File: src/rtl/shift_count_timer_ctrl_pkg.sv
// shift_count_timer_ctrl_pkg: shared state encoding, defaults and counter sizing
package shift_count_timer_ctrl_pkg;
    typedef enum logic [1:0] {SEARCH, SHIFT, COUNT, DONE} state_t;
    localparam int DEF_WIDTH = 4;
    localparam int DEF_PAT_LEN = 4;
    localparam logic [3:0] DEF_PATTERN = 4'b1101;
    function automatic int cnt_width(input int n);
        return (n > 1) ? $clog2(n) : 1;
    endfunction
endpackage

File: src/rtl/shift_count_timer_ctrl_dp.sv
// shift_count_dp: delay register that loads serially at the LSB and counts down
module shift_count_dp #(
    parameter int WIDTH = 4
) (
    input  logic             clk,
    input  logic             rst,
    input  logic             i_shift_ena,
    input  logic             i_count_ena,
    input  logic             i_din,
    output logic [WIDTH-1:0] o_q
);
    logic [WIDTH-1:0] r_q;
    // shift wins over decrement; the controller never raises both
    always_ff @(posedge clk or posedge rst)
        if (rst) r_q <= '0;
        else if (i_shift_ena) r_q <= {r_q[WIDTH-2:0], i_din};
        else if (i_count_ena) r_q <= r_q - 1'b1;
    assign o_q = r_q;
endmodule

File: src/rtl/shift_count_timer_ctrl.sv
// shift_count_timer_ctrl: pattern-triggered serial load followed by a tick-paced countdown
module shift_count_timer_ctrl
    import shift_count_timer_ctrl_pkg::*;
#(
    parameter int                 WIDTH   = DEF_WIDTH,
    parameter int                 TICKS   = 1000,
    parameter int                 PAT_LEN = DEF_PAT_LEN,
    parameter logic [PAT_LEN-1:0] PATTERN = DEF_PATTERN
) (
    input  logic             clk,
    input  logic             rst,
    input  logic             data,
    input  logic             ack,
    output logic             shift_ena,
    output logic             count_ena,
    output logic             counting,
    output logic             done,
    output logic [WIDTH-1:0] remaining
);
    localparam int TW = cnt_width(TICKS);
    localparam int SW = cnt_width(WIDTH);
    state_t             r_state, w_next;
    logic [PAT_LEN-1:0] r_hist;
    logic [TW-1:0]      r_tick;
    logic [SW-1:0]      r_scnt;
    logic               w_match, w_tick_end, w_shift_end;
    assign w_match     = {r_hist[PAT_LEN-2:0], data} == PATTERN;
    assign w_tick_end  = r_tick == TW'(TICKS - 1);
    assign w_shift_end = r_scnt == SW'(WIDTH - 1);
    // state register
    always_ff @(posedge clk or posedge rst)
        if (rst) r_state <= SEARCH;
        else r_state <= w_next;
    // history only advances while searching and is wiped on leaving DONE so old bits never match
    always_ff @(posedge clk or posedge rst)
        if (rst) r_hist <= '0;
        else r_hist <= (r_state == SEARCH) ? {r_hist[PAT_LEN-2:0], data} : (r_state == DONE && ack) ? '0 : r_hist;
    // shift and tick counters idle at zero outside their states, so each state starts from 0
    always_ff @(posedge clk or posedge rst)
        if (rst) begin
            r_scnt <= '0;
            r_tick <= '0;
        end else begin
            r_scnt <= (r_state == SHIFT && !w_shift_end) ? r_scnt + 1'b1 : '0;
            r_tick <= (r_state == COUNT && !w_tick_end) ? r_tick + 1'b1 : '0;
        end
    // next state and state-decoded outputs
    always_comb begin
        w_next    = r_state;
        count_ena = 1'b0;
        unique case (r_state)
            SEARCH: w_next = w_match ? SHIFT : SEARCH;
            SHIFT:  w_next = w_shift_end ? COUNT : SHIFT;
            COUNT: begin
                count_ena = w_tick_end && remaining != '0;
                w_next    = (w_tick_end && remaining == '0) ? DONE : COUNT;
            end
            DONE:   w_next = ack ? SEARCH : DONE;
        endcase
        shift_ena = r_state == SHIFT;
        counting  = r_state == COUNT;
        done      = r_state == DONE;
    end
    shift_count_dp #(.WIDTH(WIDTH)) u_dp (
        .clk         (clk),
        .rst         (rst),
        .i_shift_ena (shift_ena),
        .i_count_ena (count_ena),
        .i_din       (data),
        .o_q         (remaining)
    );
endmodule

File: config.mk
export PLATFORM = sky130hd
export DESIGN_NAME = shift_count_timer_ctrl
export DESIGN_NICKNAME = d
export VERILOG_FILES = /design/src/rtl/shift_count_timer_ctrl_pkg.sv /design/src/rtl/shift_count_timer_ctrl_dp.sv /design/src/rtl/shift_count_timer_ctrl.sv
export SDC_FILE = /design/constraint.sdc
export NUM_CORES = 1
export LEC_CHECK = 0
export ABC_AREA = 1
export CORE_ASPECT_RATIO = 0.8
export CORE_MARGIN = 2
export CORE_UTILIZATION = 40
export DETAILED_ROUTE_END_ITERATION = 10
export GPL_ROUTABILITY_DRIVEN = 0
export GPL_TIMING_DRIVEN = 0
export PLACE_DENSITY = 0.62
export SLEW_MARGIN = 10
export SYNTH_ARGS = -nofsm -noshare
export SYNTH_HDL_FRONTEND = slang
export SYNTH_SLANG_ARGS = --single-unit
File: constraint.sdc
create_clock -name clk -period 2 [get_ports clk]
set_clock_uncertainty 0.2 [all_clocks]
set_input_delay 0.3 -clock clk [delete_from_list [all_inputs] [get_ports clk]]
set_output_delay 0.3 -clock clk [all_outputs]
set_load 0.05 [all_outputs]
==> results.ini <==
[floorplan]
core_um2 = 2744
placementRows = 17
ios = 12
die_height_um = 51.72
initial_utilization_pct = 41.50
die_area_um2 = 3292
die_w_um = 63.65

[sta]
slew_violations = 0
period_minus_slack_ns = 2.031
fin_crit_sh_pct = 101.5
hold_viol_final = 0
setup_tns_ns = -0.03083
max-slew-margin-rel_pct = 47.29
fmax_mhz = 492.4
setup_slack_ns = -0.03083
setup_viol = 1
rsz0062_at_grt = yes
holdWs_ns = 0.2282
worstMarginPinSlew_ns = 0.7898

[drt]
vias = 971
dr.pass1.iters = 5
drcViolationCount = 0
drt-wirelength-per-cell_um = 11.72
drt-total-wl_um = 2367
drt_iter0_drc = 52
postRouteAntennaNets = 0
viasPerCell = 4.807

[power]
total_leakage_power_nw = 0.7396
powerDensity_nw_per_um2 = 497.2
power.internal_mw = 0.5303
p_total_mw = 0.7061
pwr-share-seq_pct = 61.7
switching_share_pct = 24.90
pwr-share-clk_pct = 28.3
power_switching_mw = 0.1758
p_comb_share_pct = 10.0
peakVddDrop_uv = 388.4

[global_routing]
grt_pass1_vias = 913
grt_overflow = 0
grt_pass1_wl_um = 4008
antenna_found_initial = 0
grt_start_max_net_pins = 22
grt_use_total_pct = 16.00

[setup_path]
crit_type = register to output port
worstReg2RegEnd = r_tick[8]
worstPathCellList = inv_4 -> ha_4 -> inv_2 -> nor2_4 -> nand2_2 -> nand4_4 -> clkinvlp_4 -> buf_8
critical_path.top_delay_family = flip-flops
endpoint_kind = output port
critPathSlowestCell = dfrtp_2
crit_required_ns = 1.50
startpoint_type = register
rrSetupSlack_ns = 0.35
r2r-start = r_tick[0]
crit_arrival_ns = 1.53
slowest_delay_ns = 0.44
critical_path_buf_inv_count = 4
cp_max_fo = 4
r2r_cells = 7

[clock_tree]
cts_tree = done
clockBufferDepth = 2
cts.sinks = 21
clk_pin_slew_ns = 0.12
numCtsBuffers = 3
clkLatencyLatePin_ns = 0.30
htree_levels = 1
holdBufCountCts = 0
root_buffer = clkbuf_4

[place]
placed_cells = 189
place_ws_ns = -0.4681
placed_area_um2 = 1303
dp_hpwl_um = 1660
portBuffers = 11

[layout]
stdcell_area_um2 = 1420
drive_above_1_share_pct = 25.00
fin_nets = 172
nFillCells = 255
diodes = 0
synthToLayoutAreaGrowth_pct = 24.73
final_util_pct = 51.76
instances_no_fill = 202

[yosys]
ys_seq_elements = 21
synth_cell_types = 22
synthesis.area_um2 = 1139
synth_area_leaders = dfrtp_1 46%, nand2_1 10%, inv_1 8.6%, nor2_1 4.9%, nand3_1 3.5%
synth_nets = 147
synth_top_area_share_pct = 46.15
syn_area_per_cell_um2 = 8.133
synth_top_area_cell = dfrtp_1
ys_seq_area_share_pct = 46.15
yosysWarnings = 0
syn_inst = 140

[status]
outcome = complete, but fails checks
violations = negative setup slack

[hold_path]
hp-class = input port to asynchronous set/reset pin

[run]
max-cap-violations = 0

==> Yosys cell counts <==
cell and count:
nand4_1 4, xor2_1 3, nor2_4 3, nand3_1 8
nor3_2 2, nand4_4 1, nand3_2 2, nor3_1 3
dfrtp_1 21, a21oi_1 4, inv_1 26, ha_1 3
o21ai_1 3, o21ai_0 2, nand2_1 31, nand2_2 2
buf_2 1, inv_2 1, or2_1 1, nor3b_2 1
o22ai_1 3, nor2_1 15
==> worst max path at each step <==
stage,start,to,cells past startpoint
finish,u_dp.o_q[1],count_ena,8
global route,u_dp.o_q[0],count_ena,8
CTS,u_dp.o_q[0],count_ena,8
detailed placement,u_dp.o_q[0],count_ena,8
global placement,u_dp.o_q[0],count_ena,8
floorplan,u_dp.o_q[0],count_ena,7
==> logic make-up (layout without fill, tap and decap cells) <==
kind of cell,after synthesis,count (layout),share of synthesized area [%]
simple gates,73,73,33.30
buf+inv,28,52,9.340
compound gates,12,12,5.604
xor+xnor,3,3,2.308
flops,21,21,46.15
fa+ha+maj,3,3,3.297
==> power by group through the flow <==
stage | sequential (mW) | clock (mW) | combinational, mW
floorplan | 0.457 | 0 | 0.0248
CTS | 0.435 | 0.213 | 0.0571
detailed placement | 0.443 | 0 | 0.0597
global placement | 0.443 | 0 | 0.0588
global route | 0.437 | 0.236 | 0.0776
finish | 0.436 | 0.200 | 0.0704
==> registers in the layout (all words and copies together), names as in the netlist <==
| signal | flops |
|---|---|
| r_tick | 10 |
| u_dp.o_q | 4 |
| r_hist | 3 |
| r_scnt | 2 |
| r_state | 2 |
==> layer usage <==
layer	vias to the layer above	track usage [%]	share of wire, %
met4	0	6.159	1.4
met1	453	20.03	44
met2	26	26.84	49
li1	488	-	-
met3	4	4.113	5.2
met5	-	0	0
==> cells in the final DEF (no fill, tap or decap) <==
cell,count
clkinvlp_4,1
nand2_1,29
xor2_1,3
nor2_1,14
dfrtp_1,18
inv_4,2
nor3_2,2
buf_2,2
ha_4,1
clkdlybuf4s15_2,1
or2_1,1
nand4_1,4
buf_8,1
buf_4,9
ha_1,2
dfrtp_2,3
clkbuf_4,3
clkinv_2,1
nand4_4,1
nand3_2,2
clkdlybuf4s50_1,3
o22ai_1,3
nor3_1,3
nand2_2,4
dlygate4sd2_1,4
o21ai_0,2
o21ai_1,3
a21oi_1,4
nand3_1,8
nor3b_2,1
inv_2,2
inv_1,22
clkbuf_2,1
nor2_4,4
==> layout make-up <==
| class | count | area, µm² | area share (%) |
|---|---|---|---|
| Buffer | 1 | 5.005 | 0.3524 |
| Clock buffer | 3 | 22.52 | 1.586 |
| Clock inverter | 1 | 5.005 | 0.3524 |
| Inverter | 27 | 110.1 | 7.753 |
| Multi-Input combinational cell | 91 | 531.8 | 37.44 |
| Sequential cell | 21 | 529.3 | 37.27 |
| Tap cell | 38 | 47.55 | 3.348 |
| Timing Repair Buffer | 20 | 168.9 | 11.89 |
==> repair_timing <==
item,CTS,global route
setup endpoints to repair,8,3
gates resized for setup,17,18
buffers inserted,1,8
pin swaps,1,4
==> worst register-to-register path, delay by kind of cell (launching register included) <==
kind | cells | cell delay (ns)
fa+ha+maj | 1 | 0.22
flops | 1 | 0.44
buf+inv | 1 | 0.14
simple gates | 5 | 0.60
(Power assumes the default switching activity.)
